## src/rtl/instr_encoder_loader.sv

```systemverilog
// instr_encoder_loader
//   Producer side of the instruction-memory load path for the single-cycle
//   RISC-V core. Takes one field-level instruction per valid/ready handshake,
//   encodes it (lw, sw, R-type, beq), validates it, and writes the 32-bit word
//   to consecutive imem word addresses starting at 0.
//
// Ports
//   clk, reset          clock (rising edge) and asynchronous active-high reset
//   clear               synchronous abort: pointer/count to 0, back to IDLE
//   in_valid/in_ready   field handshake; in_ready is decoded from state
//   in_class            00=lw 01=sw 10=R-type 11=beq
//   in_funct3/funct7b5  R-type function selectors
//   in_rd/rs1/rs2       register fields
//   in_imm              13-bit signed immediate
//   imem_we/addr/wdata  registered one-cycle write port toward imem
//   count               words written since reset/clear
//   full                count has reached DEPTH
//   err                 one-cycle pulse when fields were rejected
module instr_encoder_loader #(
    parameter int DEPTH  = 64,
    parameter int ADDR_W = 6
) (
    input  logic              clk,
    input  logic              reset,
    input  logic              clear,
    input  logic              in_valid,
    output logic              in_ready,
    input  logic [1:0]        in_class,
    input  logic [2:0]        in_funct3,
    input  logic              in_funct7b5,
    input  logic [4:0]        in_rd,
    input  logic [4:0]        in_rs1,
    input  logic [4:0]        in_rs2,
    input  logic [12:0]       in_imm,
    output logic              imem_we,
    output logic [ADDR_W-1:0] imem_addr,
    output logic [31:0]       imem_wdata,
    output logic [ADDR_W:0]   count,
    output logic              full,
    output logic              err
);

    localparam logic [ADDR_W:0] DEPTH_CNT = (ADDR_W+1)'(DEPTH);

    typedef enum logic [1:0] {IDLE, ENC, WRITE, FULL} state_t;

    state_t state, state_next;

    logic [1:0]        cls_q;
    logic [2:0]        f3_q;
    logic              f7b5_q;
    logic [4:0]        rd_q, rs1_q, rs2_q;
    logic [12:0]       imm_q;
    logic [ADDR_W-1:0] pointer;

    logic [31:0]       enc_word;
    logic              enc_ok;
    logic [ADDR_W:0]   count_inc;

    logic              we_d, err_d, full_d;
    logic [31:0]       wdata_d;
    logic [ADDR_W-1:0] addr_d, pointer_d;
    logic [ADDR_W:0]   count_d;

    assign in_ready  = (state == IDLE) & ~full & ~clear;
    assign count_inc = count + (ADDR_W+1)'(1);

    // Encoder and validity check work on the captured fields, so the result
    // is stable throughout the ENC cycle regardless of what the producer does.
    always_comb begin
        enc_word = 32'h0;
        enc_ok   = 1'b1;
        case (cls_q)
            2'b00: begin
                enc_word = {imm_q[11:0], rs1_q, 3'b010, rd_q, 7'b0000011};
                enc_ok   = (imm_q[12] == imm_q[11]);
            end
            2'b01: begin
                enc_word = {imm_q[11:5], rs2_q, rs1_q, 3'b010, imm_q[4:0], 7'b0100011};
                enc_ok   = (imm_q[12] == imm_q[11]);
            end
            2'b10: begin
                enc_word = {1'b0, f7b5_q, 5'b00000, rs2_q, rs1_q, f3_q, rd_q, 7'b0110011};
                // funct7[5] only has meaning for sub and sra
                enc_ok   = ~f7b5_q | (f3_q == 3'b000) | (f3_q == 3'b101);
            end
            default: begin
                enc_word = {imm_q[12], imm_q[10:5], rs2_q, rs1_q, 3'b000,
                            imm_q[4:1], imm_q[11], 7'b1100011};
                enc_ok   = ~imm_q[0];
            end
        endcase
    end

    // State register
    always_ff @(posedge clk or posedge reset) begin
        if (reset) state <= IDLE;
        else       state <= state_next;
    end

    // Next-state logic; clear overrides every state including FULL
    always_comb begin
        state_next = state;
        if (clear) begin
            state_next = IDLE;
        end else begin
            case (state)
                IDLE:    if (in_valid && in_ready) state_next = ENC;
                ENC:     state_next = enc_ok ? WRITE : IDLE;
                WRITE:   state_next = (count_inc == DEPTH_CNT) ? FULL : IDLE;
                default: state_next = FULL;
            endcase
        end
    end

    // Next values of the registered outputs. The write strobe is raised on the
    // ENC->WRITE edge so it is high exactly during the WRITE cycle.
    always_comb begin
        we_d      = 1'b0;
        err_d     = 1'b0;
        wdata_d   = imem_wdata;
        addr_d    = imem_addr;
        pointer_d = pointer;
        count_d   = count;
        full_d    = full;
        if (clear) begin
            addr_d    = '0;
            pointer_d = '0;
            count_d   = '0;
            full_d    = 1'b0;
        end else begin
            case (state)
                ENC: begin
                    wdata_d = enc_word;
                    if (enc_ok) begin
                        we_d   = 1'b1;
                        addr_d = pointer;
                    end else begin
                        err_d  = 1'b1;
                    end
                end
                WRITE: begin
                    pointer_d = pointer + ADDR_W'(1);
                    count_d   = count_inc;
                    full_d    = (count_inc == DEPTH_CNT);
                end
                default: ;
            endcase
        end
    end

    // Output and pointer registers; the async reset also kills a strobe
    // that is in flight during WRITE.
    always_ff @(posedge clk or posedge reset) begin
        if (reset) begin
            imem_we    <= 1'b0;
            err        <= 1'b0;
            imem_wdata <= 32'h0;
            imem_addr  <= '0;
            pointer    <= '0;
            count      <= '0;
            full       <= 1'b0;
        end else begin
            imem_we    <= we_d;
            err        <= err_d;
            imem_wdata <= wdata_d;
            imem_addr  <= addr_d;
            pointer    <= pointer_d;
            count      <= count_d;
            full       <= full_d;
        end
    end

    // Field capture on a completed handshake
    always_ff @(posedge clk or posedge reset) begin
        if (reset) begin
            cls_q  <= 2'b00;
            f3_q   <= 3'b000;
            f7b5_q <= 1'b0;
            rd_q   <= 5'd0;
            rs1_q  <= 5'd0;
            rs2_q  <= 5'd0;
            imm_q  <= 13'd0;
        end else if (in_valid && in_ready) begin
            cls_q  <= in_class;
            f3_q   <= in_funct3;
            f7b5_q <= in_funct7b5;
            rd_q   <= in_rd;
            rs1_q  <= in_rs1;
            rs2_q  <= in_rs2;
            imm_q  <= in_imm;
        end
    end

endmodule

```

## config.mk

```make
export PLATFORM = sky130hd
export DESIGN_NAME = instr_encoder_loader
export DESIGN_NICKNAME = d
export VERILOG_FILES = /design/src/rtl/instr_encoder_loader.sv
export SDC_FILE = /design/constraint.sdc
export NUM_CORES = 1
export LEC_CHECK = 0
export ABC_AREA = 0
export BUFFER_PORTS_ARGS = -buffer_cell sky130_fd_sc_hd__buf_4
export CORE_ASPECT_RATIO = 0.5
export CORE_MARGIN = 2
export CORE_UTILIZATION = 57
export CTS_CLUSTER_DIAMETER = 40
export DETAILED_ROUTE_END_ITERATION = 6
export PLACE_DENSITY_LB_ADDON = 0.12
export SYNTH_ARGS = -nofsm -noshare
export SYNTH_HDL_FRONTEND = slang
export SYNTH_SLANG_ARGS = --single-unit
```

## constraint.sdc

```tcl
create_clock -name clk -period 5.7 [get_ports clk]
set_input_delay 0.57 -clock clk [delete_from_list [all_inputs] [get_ports clk]]
set_output_delay 0.57 -clock clk [all_outputs]
set_load 0.02 [all_outputs]
```

Word level (Yosys, flattened, before mapping)
Cells that the tools add are included.
{"block": "op_classes", "muxes": 22, "bitwise_logic": 8, "n_lt_le_gt_ge": 0, "n_addsub": 2, "shifts": 0, "n_div": 0, "n_mul": 0, "n_reduce_logical": 10, "eq_ne": 8}
{"operator": "case mux 32 bit (3 select lines)", "count": 1}
{"operator": "two-way mux 6 bit", "count": 5}
{"operator": "two-way mux 7 bit", "count": 2}
{"operator": "two-way mux 1 bit", "count": 8}
{"operator": "two-way mux 2 bit", "count": 4}
{"operator": "adder 7 x 1 -> 7 bit, second input constant", "count": 1}
{"operator": "== test 7 bit, second input constant", "count": 1}
{"operator": "adder 6 x 1 -> 6 bit, second input constant", "count": 1}
{"operator": "case mux 2 bit (3 select lines)", "count": 1}
{"operator": "nonzero test 2 bit", "count": 3}
{"operator": "== test 2 x 1 -> 1 bit, second input constant", "count": 2}
{"operator": "== test 2 bit, second input constant", "count": 2}
{"operator": "zero test 2 bit", "count": 2}
{"operator": "NOT 1 bit", "count": 4}
{"operator": "AND reduction 2 bit", "count": 2}
{"operator": "== test 3 bit, second input constant", "count": 1}
{"operator": "zero test 3 bit", "count": 1}
{"operator": "inequality test 3 x 2 -> 1 bit, second input constant", "count": 1}
{"operator": "bitwise AND 1 bit", "count": 2}
{"operator": "OR 1 bit", "count": 2}
{"operator": "case mux 1 bit (2 select lines)", "count": 1}
{"operator": "OR reduction 2 bit", "count": 1}
{"operator": "== test 1 bit", "count": 1}
{"operator": "logical AND 1 bit", "count": 1}
{"block": "word_totals", "ram_bits": 0, "latch_bits": 0, "rom_bits": 0, "n_memories": 0, "reg_bits": 90, "elab_cells": 65, "inputBits": 38, "output_inout_bits": 49}

Logic depth before layout (Yosys ltp)
Gate-level depths: netlist (run 1).
{"block": "logic_depth", "word_depth": 7, "ltp_mapped": 6, "ltp_nobuf": 6}

Least setup slack after synthesis (run 1)
OpenSTA, ideal clock, no wires.
{"block": "synth_path", "path_kind": "input-to-reg", "start": "input port clear", "end": "register imm_q[10]", "t_arrival_ns": 2.020, "cell_stages": 5, "setup_time_ns": 0.128, "path_slack_ns": 3.553, "required_time_ns": 5.572, "n_path_buf": 2, "path_cell_list": "clkbuf_1 nor4_2 nand2_2 buf_2 mux2_1"}
{"block": "synth_between", "elab_chain_cells": 3}
{"item": "start: declaration", "line": "25", "source": "input logic clear,"}
{"item": "NOT 1 bit (no line)"}
{"item": "bitwise AND 1 bit", "line": "65", "source": "assign in_ready = (state == IDLE) & ~full & ~clear;"}
{"item": "via in_ready", "line": "27", "source": "output logic in_ready,"}
{"item": "logical AND 1 bit", "line": "184", "source": "end else if (in_valid && in_ready) begin"}
{"item": "end signal: assignment", "line": "191", "source": "imm_q <= in_imm;"}
{"item": "end: declaration", "line": "53", "source": "logic [12:0] imm_q;"}
The timed path passes the listed nets, and every way through them passes these cells.
A chain may end at the register's enable or synchronous reset.

Worst setup path in the final report (run 1)
{"block": "layout_path", "start": "register cls_q[0]", "end": "register imem_addr[0]"}
{"block": "layout_between", "elab_chain_cells": 5, "word_cells_on_any_way": 7, "cone_classes": "eq/ne: 2; mux: 1; reduce/logical: 4"}
{"item": "start: declaration", "line": "49", "source": "logic [1:0] cls_q;"}
{"item": "start signal: assignment", "line": "185", "source": "cls_q <= in_class;"}
{"item": "== test 2 x 1 -> 1 bit / zero test 2 bit (equally long branches)", "line": "73", "source": "case (cls_q)"}
{"item": "OR reduction 2 bit (no line)"}
{"item": "case mux 1 bit (2 select lines) *", "line": "73"}
{"item": "nonzero test 2 bit (no line) *"}
{"item": "AND reduction 2 bit (no line) *"}
{"item": "end signal: assignment", "line": "167", "source": "imem_addr <= addr_d;"}
{"item": "end: declaration", "line": "36", "source": "output logic [ADDR_W-1:0] imem_addr,"}
Mark *: on every way between the ends. The rest lies on a longest branch, timed or not.

==> impl.org, run 1 <==
** Status
- Outcome :: completed

** Logic synthesis
- During synthesis, Yosys emitted a total of 0 warnings.
- Synthesized area :: 3700 sq um
- Instance count of the mapped netlist :: 327
- Unique masters post-synth :: 35
- Sequential cell area fraction in the yosys report :: 0.588
- The most used flip-flop cell after synthesis is sky130_fd_sc_hd__dfrtp_1.
- Synthesis inferred 87 register bits.
- Mean instance size in the synthesized netlist :: 11.3 sq um
- For this run, asynchronously set or reset flops after synthesis account for 1.00.
- The synthesized design contains 0 enable-type register cells.

** GRT
- Total global routing overflow :: 0
- The number of global-route vias before repair was 2513.
- Number of antenna violations at the first check in global routing :: 0
- Across every metal layer, demand over resource in global routing totals 0.225.
- Pin count of the biggest net entering global routing :: 88
- The first global-routing pass estimated 12100 um of wire.

** Hold path
- The path with the worst hold slack has its endpoint at rs2_q[4].
- Min-Delay Startpoint :: in_rs2[4]
- The path class of the tightest hold or removal check is in2reg.
- The worst hold path was traced through 2 stages.

** Clocking
- Post-CTS Setup Bufs :: 0
- Number of hold buffers added after cts :: 0
- Root buffer cell :: sky130_fd_sc_hd__clkbuf_16
- The clock net in this run drives a total of 87 sinks.
- Longest Clk Path Bufs :: 2
- Post-CTS clock slew at the launch and capture registers of the worst setup and hold paths :: 0.06 ns
- For the worst-skew pair, the clock arrives at the later sink with an insertion delay of 0.34 ns.
- TritonCTS Buffers :: 9
- Resize count post-CTS :: 0
- The H-tree was split into 3 levels.
- TritonCTS clock tree :: yes

** Drt
- In the final routed layout, each cell accounts on average for 15.0 um.
- Wire length on met1 :: 3310 um
- Met2 wirelength from detailed routing :: 3560 um
- After detailed routing, no signal wire sits above met4.
- Dividing the detail-routed via count by the number of cells gives 5.23.
- Total routed wirelength :: 7440 um
- The count of nets left with antenna violations once routing finished came out at 0.
- Vias after detailed routing :: 2599
- After detailed routing, the number of remaining DRC violations is 0.
- Routed wl met3 :: 529 um
- The first detailed-routing pass took 4 iterations.
- Drt initial violations :: 136

** Final layout
- Commonest cells after routing, fill and taps aside :: sky130_fd_sc_hd__dfrtp_1 (87), sky130_fd_sc_hd__buf_4 (86), sky130_fd_sc_hd__nand2_1 (49)
- Layout filler cell count :: 422
- In the final layout, the share of cells above drive strength 1 is 0.259.
- Diodes inserted :: 0
- Leading cell type in the layout, fill and taps excluded :: sky130_fd_sc_hd__dfrtp_1
- Post-layout instance count excluding filler cells :: 497
- In the final layout, the multi-input gates occupy 1420 sq um.
- After the last flow step, the layout net total stands at 445.
- Relative to the synthesized area, the layout overhead comes to 25.8%.
- Register Area :: 2180 sq um

** Worst setup path
- The worst setup path is captured at a flip-flop.
- The most critical setup path has its startpoint at cls_q[0].
- Reg-to-Reg End :: imem_addr[0]
- STA classifies the critical path startpoint as a flip-flop.
- In this run the register-to-register setup slack is 3.59 ns.
- For this run, the slowest stage of the critical path takes 0.68 ns.
- Standard cell with the maximum stage delay on the critical path :: sky130_fd_sc_hd__dfrtp_1
- Data required time at the worst endpoint :: 5.91 ns
- CP arrival :: 2.33 ns
- R2r startpoint :: cls_q[0]
- The signal on the critical path passes through nand2b_1, nor3_2, o31ai_4, mux2i_1, nor2_1.
- The worst register-to-register path has a depth of 5.
- Along the worst path, the maximum fanout reaches 14.
- Worst setup path category :: reg2reg

** Power
- Power Density :: 375 nW/um^2
- Leak :: 2.26 nW
- VDD IR max :: 0.291 mV

** STA
- After routing, the total negative slack on setup checks comes to 0 ns.
- Normalized max-slew margin :: 0.300
- Setup slack of the critical path after layout :: 3.59 ns
- Dividing the final minimum period by the clock period gives 0.371.
- Slew at the pin closest to its max-slew limit :: 1.05 ns
- The max-slew violation total from the final report was 0.
- The number of hold-slack violations in the final timing report is 0.
- RSZ-0062 raised after global routing :: false
- Derived from the worst setup path, the maximum achievable clock frequency is 0.473 GHz.
- Shortest clock period the worst path allows after layout :: 2.11 ns
- Final number of setup-violating endpoints :: 0
- The clock arrives with 0.00673 ns of skew.

** Placed design
- Once detailed placement completed, the half-perimeter wirelength came to 4930 um.
- Cell count after placement :: 481
- Count of input and output buffers :: 84
- Before CTS, the worst setup slack after placement is 3.38 ns.
- Routability-driven placement finished with a final weighted congestion of 0.773.

** Floorplanning
- Initial core utilization :: 0.599
- The floorplan step set the die width to 118 um.
- Site Rows :: 20
- Die outline area :: 7200 sq um
- From bottom edge to top edge, the die measures 61.0 um.
- Pin placement for this block handled 87 I/O pins.
- Core Footprint :: 6180 sq um

** Run
- Across the run, the number of max-cap violations was 0.
[final cells by class]
class	count	share of cell area
Clock buffer	13	0.0537
Timing Repair Buffer	86	0.138
Inverter	3	0.00268
Clock inverter	3	0.00913
Tap cell	88	0.0236
Multi-Input combinational cell	217	0.305
Sequential cell	87	0.467
[worst max path at each step]
stage	end	slack, ns	depth (start not counted)
floorplan	cls_q[0]	2.88	1
detailed placement	imm_q[3]	3.38	4
global placement	imm_q[0]	3.42	4
finish	imem_addr[0]	3.59	5
CTS	imem_addr[0]	3.55	5
global route	imem_addr[0]	3.39	5
[metrics by stage]
| step | power (mW) | util | hold slack [ns] | area, sq um |
|---|---|---|---|---|
| 4_1_cts | 1.76 | 0.754 | 0.435 | 4660 |
| 5_1_grt | 1.83 | 0.754 | 0.432 | 4660 |
| 3_5_place_dp | 1.18 | 0.707 | 0.460 | 4370 |
| 2_1_floorplan | 1.02 | - | 0.435 | 3710 |
| 3_3_place_gp | 1.16 | 0.707 | 0.447 | 4370 |
| 6_report | 1.75 | 0.754 | 0.443 | 4660 |
[kinds of logic (layout without fill, tap and decap cells)]
| group | Yosys count | count (layout) | synth area share |
|---|---|---|---|
| and+or+nand+nor | 116 | 116 | 0.142 |
| DFF | 87 | 87 | 0.588 |
| muxes | 51 | 51 | 0.149 |
| AOI/OAI and AO/OA | 35 | 35 | 0.0564 |
| buffers and inverters | 24 | 105 | 0.0304 |
| xor gates and xnor gates | 10 | 10 | 0.0236 |
| adders and majority gates | 3 | 3 | 0.0101 |
| other | 1 | 2 | 0.00101 |
[synth_stat cells (5+ instances only)]
| master | instances | area share |
|---|---|---|
| sky130_fd_sc_hd__dfrtp_1 | 87 | 0.59 |
| sky130_fd_sc_hd__nand2_1 | 49 | 0.050 |
| sky130_fd_sc_hd__mux2_1 | 34 | 0.10 |
| sky130_fd_sc_hd__nor2_1 | 31 | 0.031 |
| sky130_fd_sc_hd__a21oi_1 | 18 | 0.024 |
| sky130_fd_sc_hd__mux2i_1 | 17 | 0.046 |
| sky130_fd_sc_hd__clkbuf_1 | 11 | 0.011 |
| sky130_fd_sc_hd__nand3_1 | 9 | 0.012 |
| sky130_fd_sc_hd__xor2_1 | 8 | 0.019 |
| sky130_fd_sc_hd__a31oi_1 | 6 | 0.010 |
| sky130_fd_sc_hd__buf_2 | 6 | 0.0081 |
| sky130_fd_sc_hd__or3_1 | 6 | 0.010 |
| sky130_fd_sc_hd__nand4_1 | 5 | 0.0084 |
[routing by layer]
metal	global-route usage	up-vias
li1	-	1256
met1	0.285	1269
met2	0.361	69
met3	0.0949	5
met4	0.0740	0
met5	0	-
[power by group]
group | switching, mW | internal, mW
combinational | 0.202 | 0.169
clock | 0.228 | 0.351
sequential | 0.0736 | 0.723
total | 0.503 | 1.24
[sequential cells by signal, indices dropped and copies added, names as in the netlist, 5 cells and up]
register    cells
count           7
imem_addr       6
imem_wdata     29
imm_q          13
pointer         6
rd_q            5
rs1_q           5
rs2_q           5
[critical path, delay by kind of cell, from the launching register on]
family,cells,cell delay [ns]
muxes,1,0.24
DFF,1,0.68
AOI/OAI and AO/OA,1,0.49
and+or+nand+nor,3,0.58
(Power assumes the default switching activity.)
==> run 2, diff against run 1 <==
- ABC_AREA: 0 -> 1
- CORE_UTILIZATION: 57 -> 48
- clock period: 5.7 -> 1.8 ns (I/O delays scaled with it)
==> impl.org, run 2 <==
** Status
- Outcome :: completed

** GRT
- Number of antenna violations at the first check in global routing :: 0 (unchanged)
- The number of global-route vias before repair came to 2896 (+15%).
- The total congestion overflow came to 0 (unchanged).
- The maximum number of pins on one net before global-route repair was 77 (-13%).
- First-pass GRT wire length :: 14300 um (+18%)
- The global routing usage summed across all routing layers came to 0.217 (-0.00756).

** Final layout
- The final core area utilization was 0.648 (-0.106).
- Counting flops per register, the top entry is imem_wdata.
- The flip-flop count of the largest register after layout is 29 (unchanged).
- Leading cell type in the layout, fill and taps excluded :: sky130_fd_sc_hd__nand2_1
- Fraction of layout instances using a drive strength above 1 :: 0.242 (-0.0175)
- Register Area :: 2180 sq um (unchanged)
- The area taken by multi-input logic gates came to 1410 sq um (-0.88%).
- Leading registers by flop count :: imem_wdata: 29 flops, imm_q: 13 flops, count: 7 flops
- Number of nets in the layout :: 574 (+29%)
- Relative to the synthesized area, the layout overhead comes to 27.4%.
- Diodes inserted :: 0 (unchanged)
- Layout filler cell count :: 670 (+59%)
- Leaving out fill and tap cells, the most frequent cells in the layout are sky130_fd_sc_hd__nand2_1 (140), sky130_fd_sc_hd__buf_4 (90), sky130_fd_sc_hd__dfrtp_1 (87).

** STA
- Fraction of the cycle the final worst path needs :: 0.922
- The setup slack of the critical path after layout is 0.140 ns (-3.45 ns).
- Skew final :: 0.00556 ns (-0.00117 ns)
- Maximum achievable frequency :: 0.602 GHz
- Count of endpoints failing hold in the final timing report :: 0 (unchanged)
- The setup TNS after final layout came to 0 ns (unchanged).
- The number of setup violations in the final report is 0 (unchanged).
- WHS :: 0.0745 ns (-0.368 ns)
- Max-slew violation total from the final report :: 0 (unchanged)
- Setup repair after global routing left no endpoint under its margin.
- Shortest clock period the worst path allows after layout :: 1.66 ns

** Logic synthesis
- Number of synthesized flops with an enable pin :: 0 (unchanged)
- Instance count of the mapped netlist :: 449 (+37%)
- Adder-cell area share of the yosys netlist :: 0.00979 (-0.000344)
- Unique masters post-synth :: 26 (-26%)
- Portion of synthesized cell area occupied by the leading cell type :: 0.568 (-0.0199)
- Sorting the synthesized cells by area gives the leading types as sky130_fd_sc_hd__dfrtp_1 (57%), sky130_fd_sc_hd__nand2_1 (14%), sky130_fd_sc_hd__nand3_1 (6.3%).
- Synthesized area :: 3830 sq um (+3.5%)
- Among all flip-flop cells after synthesis, the most frequent one is sky130_fd_sc_hd__dfrtp_1.
- The post-synthesis average cell area is 8.54 sq um (-25%).
- In the post-synthesis netlist, the cell with the most instances is sky130_fd_sc_hd__nand2_1.
- The portion of the post-synthesis area used by sequential elements came to 0.568 (-0.0199).
- Dominant combinational cell family by area after synthesis :: simple AND/OR/NAND/NOR gates
- FF+latch count, synth :: 87 (unchanged)
- The share of async-settable or async-resettable flops after synthesis came to 1.00 (unchanged).
- Sorting the synthesized cells by how often they occur yields sky130_fd_sc_hd__nand2_1 (141), sky130_fd_sc_hd__dfrtp_1 (87), sky130_fd_sc_hd__nand3_1 (48).
- Fraction of synthesized cell area in xor and xnor cells :: 0 (-0.0236)
- Share of synthesized area spent on multiplexers :: 0 (-0.149)
- The simple logic cell fraction of the synthesized area came to 0.256 (+0.115).
- Summed over all instances, the cell type with the most area after synthesis is sky130_fd_sc_hd__dfrtp_1.
- The synthesis warning total was 0 (unchanged).
- The complex-gate fraction of the synthesized area is 0.0992 (+0.0428).

** Placed design
- Place WS :: 0.280 ns (-3.10 ns)
- Count of input and output buffers :: 84 (unchanged)
- The final HPWL from detailed placement was 6110 um (+24%).
- The final weighted congestion of routability-driven global placement is 0.853 (+10%).

** Worst setup path
- The endpoint arrival time on the critical path was 1.48 ns (-0.85 ns).
- STA classifies the critical path startpoint as a flip-flop.
- Worst setup path category :: reg2out
- The data required time of the critical path was 1.62 ns (-4.29 ns).
- The critical-path maximum fanout was 23 (+9).
- STA classifies the critical path endpoint as a primary output.

** Clocking
- The deepest level of the CTS H-tree came to 3 (unchanged).
- The tree is rooted in a sky130_fd_sc_hd__clkbuf_16.
- The number of clock buffers inserted by TritonCTS is 9 (unchanged).
- The clock insertion delay at the later pin of the skew report came to 0.34 ns (about the same).
- TritonCTS built the clock tree.
- Post-CTS clock slew at the launch and capture registers of the worst setup and hold paths :: 0.06 ns (about the same)
- The clock tree buffer depth came to 2 (unchanged).
- Clock sink total :: 87 (unchanged)
- Post-CTS Setup Bufs :: 0 (unchanged)

** Drt
- Vias/cell :: 4.89 (-6.4%)
- Vias after detailed routing :: 3161 (+22%)
- The routed wire length per instance was 13.5 um (-9.9%).
- The total wirelength of the detailed-routed design was 8710 um (+17%).
- The DRC marker count from the first detailed-route iteration came to 203 (+49%).
- Final routed DRC violation total :: 0 (unchanged)
- The antenna violation net count after detailed routing came to 0 (unchanged).
- DRT Pass-1 Iters :: 4 (unchanged)

** Power
- VDD IR max :: 0.606 mV (+110%)
- Leak :: 2.52 nW (+12%)
- The power density normalized to cell area is 1350 nW/um^2 (+260%).
- The power after layout came to 6.61 mW (+280%).

** Run
- The max capacitance violation total came to 0 (unchanged).

** Floorplanning
- The total die area was 8760 sq um (+22%).
- Initial core utilization :: 0.508 (-0.0909)
- Site Rows :: 22 (+10%)
- Y dimension of the die :: 67.2 um (+10%)
- The die boundary width was 130 um (+10%).
- Core Footprint :: 7540 sq um (+22%)
- Total I/O pin count :: 87 (unchanged)

** Hold path
- Min-delay worst type :: in2reg
## run 2: cell count changes in the layout (fill, tap and decap cells not counted), sizes merged, moves of 8 or more
cell,before,now
inv,2,34
mux2,34,0
mux2i,17,0
nand2,50,144
nand3,9,49
o21ai,6,47
xor2,8,0
## run 2: path summary, 6_finish.rpt
check / start / end / slack, ns / cells after the start
max in group asynchronous: reset / imem_wdata[4] / 0.76 / 4
max: state[1] / in_ready / 0.14 / 5
min in group asynchronous: reset / count[5] / 0.38 / 3
min reg2reg: pointer[4] / pointer[4] / 0.46 / 1
max reg2reg: count[0] / state[1] / 0.25 / 10
min: in_imm[8] / imm_q[8] / 0.07 / 3
## run 2: cells by family (layout without fill, tap and decap cells)
logic type,Yosys count,in the layout
flip-flops,87,87
adder cells (fa/ha/maj),3,3
AND/OR/NAND/NOR,233,233
buffers and inverters,56,144
other,1,2
AO/OA/AOI/OAI,69,69
## run 2: routing by layer
metal / part of all wire / global-route usage / vias up / wire (um)
li1: - / - / 1610 / -
met5: 0 / 0 / - / 0
met1: 0.51 / 0.311 / 1475 / 4480
met4: 0.011 / 0.0559 / 0 / 97
met3: 0.046 / 0.0689 / 13 / 401
met2: 0.43 / 0.324 / 63 / 3730
## run 2: per-stage QoR
stage          std cells  area (sq um)
6_report             646          4890
4_1_cts              646          4880
5_1_grt              646          4890
3_3_place_gp         629          4560
2_1_floorplan        450          3840
3_5_place_dp         629          4560
## run 2: critical path, stage by stage (launching register included)
cell and delay (ns):
sky130_fd_sc_hd__dfrtp_1 0.41, sky130_fd_sc_hd__inv_1 0.08, sky130_fd_sc_hd__nand2_1 0.09, sky130_fd_sc_hd__nor3_4 0.16, sky130_fd_sc_hd__buf_6 0.23, sky130_fd_sc_hd__buf_4 0.17
## run 2: timing repair
action / CTS / global route
gates resized for setup: 0 / 1
endpoints found under the setup margin: 0 / 1
hold buffers: 1 / 0
endpoints found under the hold margin: 11 / 0
## run 2: layout make-up
| cell class | count | area share |
|---|---|---|
| sequential | 87 | 0.446 |
| multi-input combinational | 307 | 0.289 |
| timing repair buffer | 93 | 0.147 |
| clock buffer | 12 | 0.0525 |
| inverter | 35 | 0.0277 |
| tap | 108 | 0.0277 |
| clock inverter | 4 | 0.0110 |
## run 2: power breakdown
group / internal (mW) / leakage (nW) / switching, mW
clock: 1.15 / 0.145 / 0.750
sequential: 2.46 / 1.10 / 0.340
combinational: 0.779 / 1.28 / 1.12
==> run 3, diff against run 2 <==
- MAX_ROUTING_LAYER: not set -> met4
==> impl.org, run 3 (synthesis gave the netlist of run 2 again) <==
** STA
- The setup TNS after final layout came to 0 ns (unchanged).
- The number of hold-slack violations in the final timing report came to 0 (unchanged).
- The minimum period implied by the final worst setup slack was 1.65 ns (-0.00828 ns).
- The max-slew violation total from the final report is 0 (unchanged).
- Setup slack of the critical path after layout :: 0.148 ns (+0.00828 ns)
- Skew final :: 0.00525 ns (-0.000310 ns)
- The number of setup violations in the final report is 0 (unchanged).
- RSZ-0062 raised after global routing :: false
- Maximum achievable frequency :: 0.605 GHz (+0.50%)
- The share of the clock period used by the worst path after layout was 0.918 (-0.00460).

** Clocking
- TritonCTS clock tree :: yes
- The clock tree buffer depth is 2 (unchanged).
- The number of clock buffers inserted by TritonCTS is 9 (unchanged).
- Worst skew pair latency :: 0.34 ns (about the same)
- Post-CTS clock slew at the launch and capture registers of the worst setup and hold paths :: 0.06 ns (about the same)
- The number of clock sinks came to 87 (unchanged).
- The deepest level of the CTS H-tree is 3 (unchanged).
- The tree is rooted in a sky130_fd_sc_hd__clkbuf_16.

** Worst setup path
- The peak per-stage delay on the critical path is 0.41 ns (about the same).
- Reg-to-Reg End :: state[1]
- The most critical setup path has its startpoint at state[1].
- Setup slack, reg-to-reg :: 0.25 ns (about the same)
- In this run the critical register-to-register path is launched from count[0].
- The critical-path maximum fanout came to 23 (unchanged).
- The most critical setup path has its endpoint at in_ready.
- Endpoint kind of the worst setup timing path :: primary output
- Critical path startpoint category :: flip-flop
- CP delay by family, top :: buffers and inverters
- The combined buffer and inverter count along the critical path was 3 (unchanged).
- Number of stages on the worst setup path :: 5 (unchanged)
- Worst setup path category :: reg2out
- Traced cell by cell, the critical path runs through inv_1, nand2_1, nor3_4, buf_6, buf_4.
- CP arrival :: 1.47 ns (about the same)
- Reg2Reg Depth :: 10 (unchanged)
- The slowest stage of the critical path belongs to the cell sky130_fd_sc_hd__dfrtp_1.
- The data required time of the critical path is 1.62 ns (about the same).

** Status
- The flow ran to the end, and the final reports show no timing, DRC or antenna violations.

** Floorplanning
- Y dimension of the die :: 67.2 um (unchanged)
- Initial core utilization :: 0.508 (unchanged)
- The total die area came to 8760 sq um (unchanged).
- The area of the core came to 7540 sq um (unchanged).
- Die X-Extent :: 130 um (unchanged)
- Total I/O pin count :: 87 (unchanged)
- Site Rows :: 22 (unchanged)

** Final layout
- The number of nets in the layout was 574 (unchanged).
- The library cells used most frequently in the layout, excluding fill and tap cells, are sky130_fd_sc_hd__nand2_1 (140), sky130_fd_sc_hd__buf_4 (90), sky130_fd_sc_hd__dfrtp_1 (87).
- Fraction of layout instances using a drive strength above 1 :: 0.242 (unchanged)
- The largest registers in the layout are imem_wdata: 29 flops, imm_q: 13 flops, count: 7 flops.
- The flip-flop count of the largest register after layout came to 29 (unchanged).
- The area growth from synthesis to final layout was 27.4% (unchanged).
- Layout filler cell count :: 670 (unchanged)
- Leaving out fill and tap cells, the most frequent cell in the layout is sky130_fd_sc_hd__nand2_1.
- Most flops, register :: imem_wdata
- Diodes inserted :: 0 (unchanged)
- Post-layout instance count excluding filler cells :: 646 (unchanged)

** Placed design
- The number of port buffers came to 84 (unchanged).
- The final HPWL from detailed placement is 6110 um (unchanged).
- Gp weighted congestion :: 0.866 (+1.6%)
- Cell count after placement :: 629 (unchanged)
- Place WS :: 0.280 ns (unchanged)

** Drt
- The post-route DRC violation count was 0 (unchanged).
- DRT Pass-1 Iters :: 6 (+2)
- The antenna violation net count after detailed routing is 0 (unchanged).
- The total number of vias came to 3175 (+0.44%).
- The total wirelength of the detailed-routed design is 8690 um (-0.24%).
- Vias/cell :: 4.91 (+0.44%)
- Routed wire length per instance :: 13.4 um (-0.24%)
- Drt initial violations :: 179 (-12%)

** Run
- Max-cap violations :: 0 (unchanged)

** GRT
- The global-route wire length before repair was 14200 um (-0.15%).
- Total global routing overflow :: 0 (unchanged)
- Number of antenna violations at the first check in global routing :: 0 (unchanged)
- The global routing usage summed across all routing layers was 0.223 (+0.00564).
- The number of global-route vias before repair is 2895 (-0.035%).
- Pin count of the biggest net entering global routing :: 77 (unchanged)

** Power
- Leak :: 2.52 nW (unchanged)
- Total chip power :: 6.61 mW (about the same)
- The peak supply drop was 0.607 mV (+0.12%).
- The power density normalized to cell area was 1350 nW/um^2 (about the same).

** Hold path
- The tightest min-delay check is of the in2reg type.
## run 3: cell counts in the layout (fill, tap and decap cells not counted)
No cell type changed its count.
## run 3: report_power, final
group	total (mW)	internal, mW	leakage [nW]	switching, mW
Sequential	2.80	2.46	1.10	0.341
Combinational	1.90	0.779	1.28	1.12
Clock	1.91	1.15	0.145	0.753
Total	6.61	4.40	2.52	2.21
## run 3: final cells by class
| type | count | area, sq um | share of cell area |
|---|---|---|---|
| clock buffers | 12 | 256 | 0.0525 |
| well taps | 108 | 135 | 0.0277 |
| multi-input cells | 307 | 1410 | 0.289 |
| clock inverters | 4 | 53.8 | 0.0110 |
| inverters | 35 | 135 | 0.0277 |
| repair buffers | 93 | 717 | 0.147 |
| flip-flops and latches | 87 | 2180 | 0.446 |
## run 3: how the worst min path moves through the flow
| stage | cells past startpoint | to | from | slack (ns) |
|---|---|---|---|---|
| 2_1_floorplan | 1 | full | clear | 0.24 |
| 3_3_place_gp | 2 | count[5] | reset | 0.16 |
| 3_5_place_dp | 2 | count[5] | reset | 0.16 |
| 4_1_cts | 3 | imm_q[8] | in_imm[8] | 0.06 |
| 5_1_grt | 3 | rs2_q[4] | in_rs2[4] | 0.07 |
| 6_report | 3 | imm_q[8] | in_imm[8] | 0.07 |
## run 3: worst register-to-register path, stage by stage, from the launching register on
cell                      delay (ns)
sky130_fd_sc_hd__dfrtp_1        0.46
sky130_fd_sc_hd__ha_1           0.25
sky130_fd_sc_hd__nand2_1        0.06
sky130_fd_sc_hd__nor2_1         0.20
sky130_fd_sc_hd__nand2_1        0.10
sky130_fd_sc_hd__nand2_1        0.09
sky130_fd_sc_hd__nor2_1         0.05
sky130_fd_sc_hd__nand2_1        0.05
sky130_fd_sc_hd__nor2_1         0.04
sky130_fd_sc_hd__nor2_1         0.08
sky130_fd_sc_hd__nor2_1         0.05
## run 3: repair_timing
item                       4_1_cts  5_1_grt
buffers inserted                 0        0
setup endpoints to repair        0        1
hold buffers                     1        0
gates resized for setup          0        1
hold endpoints to repair        11        0
## run 3: layer usage
layer / track usage / routed length [um] / up-vias
met5: - / 0 / -
met4: 0.0678 / 135 / 0
met3: 0.0578 / 435 / 14
met2: 0.323 / 3690 / 62
met1: 0.311 / 4430 / 1489
li1: - / - / 1610
## run 3: per-stage QoR
| stage | utilization | area (sq um) | hold slack, ns |
|---|---|---|---|
| after floorplan | - | 3840 | 0.243 |
| after global placement | 0.605 | 4560 | 0.159 |
| after detailed placement | 0.605 | 4560 | 0.157 |
| after CTS | 0.647 | 4880 | 0.0641 |
| after global routing | 0.648 | 4890 | 0.0733 |
| final | 0.648 | 4890 | 0.0748 |
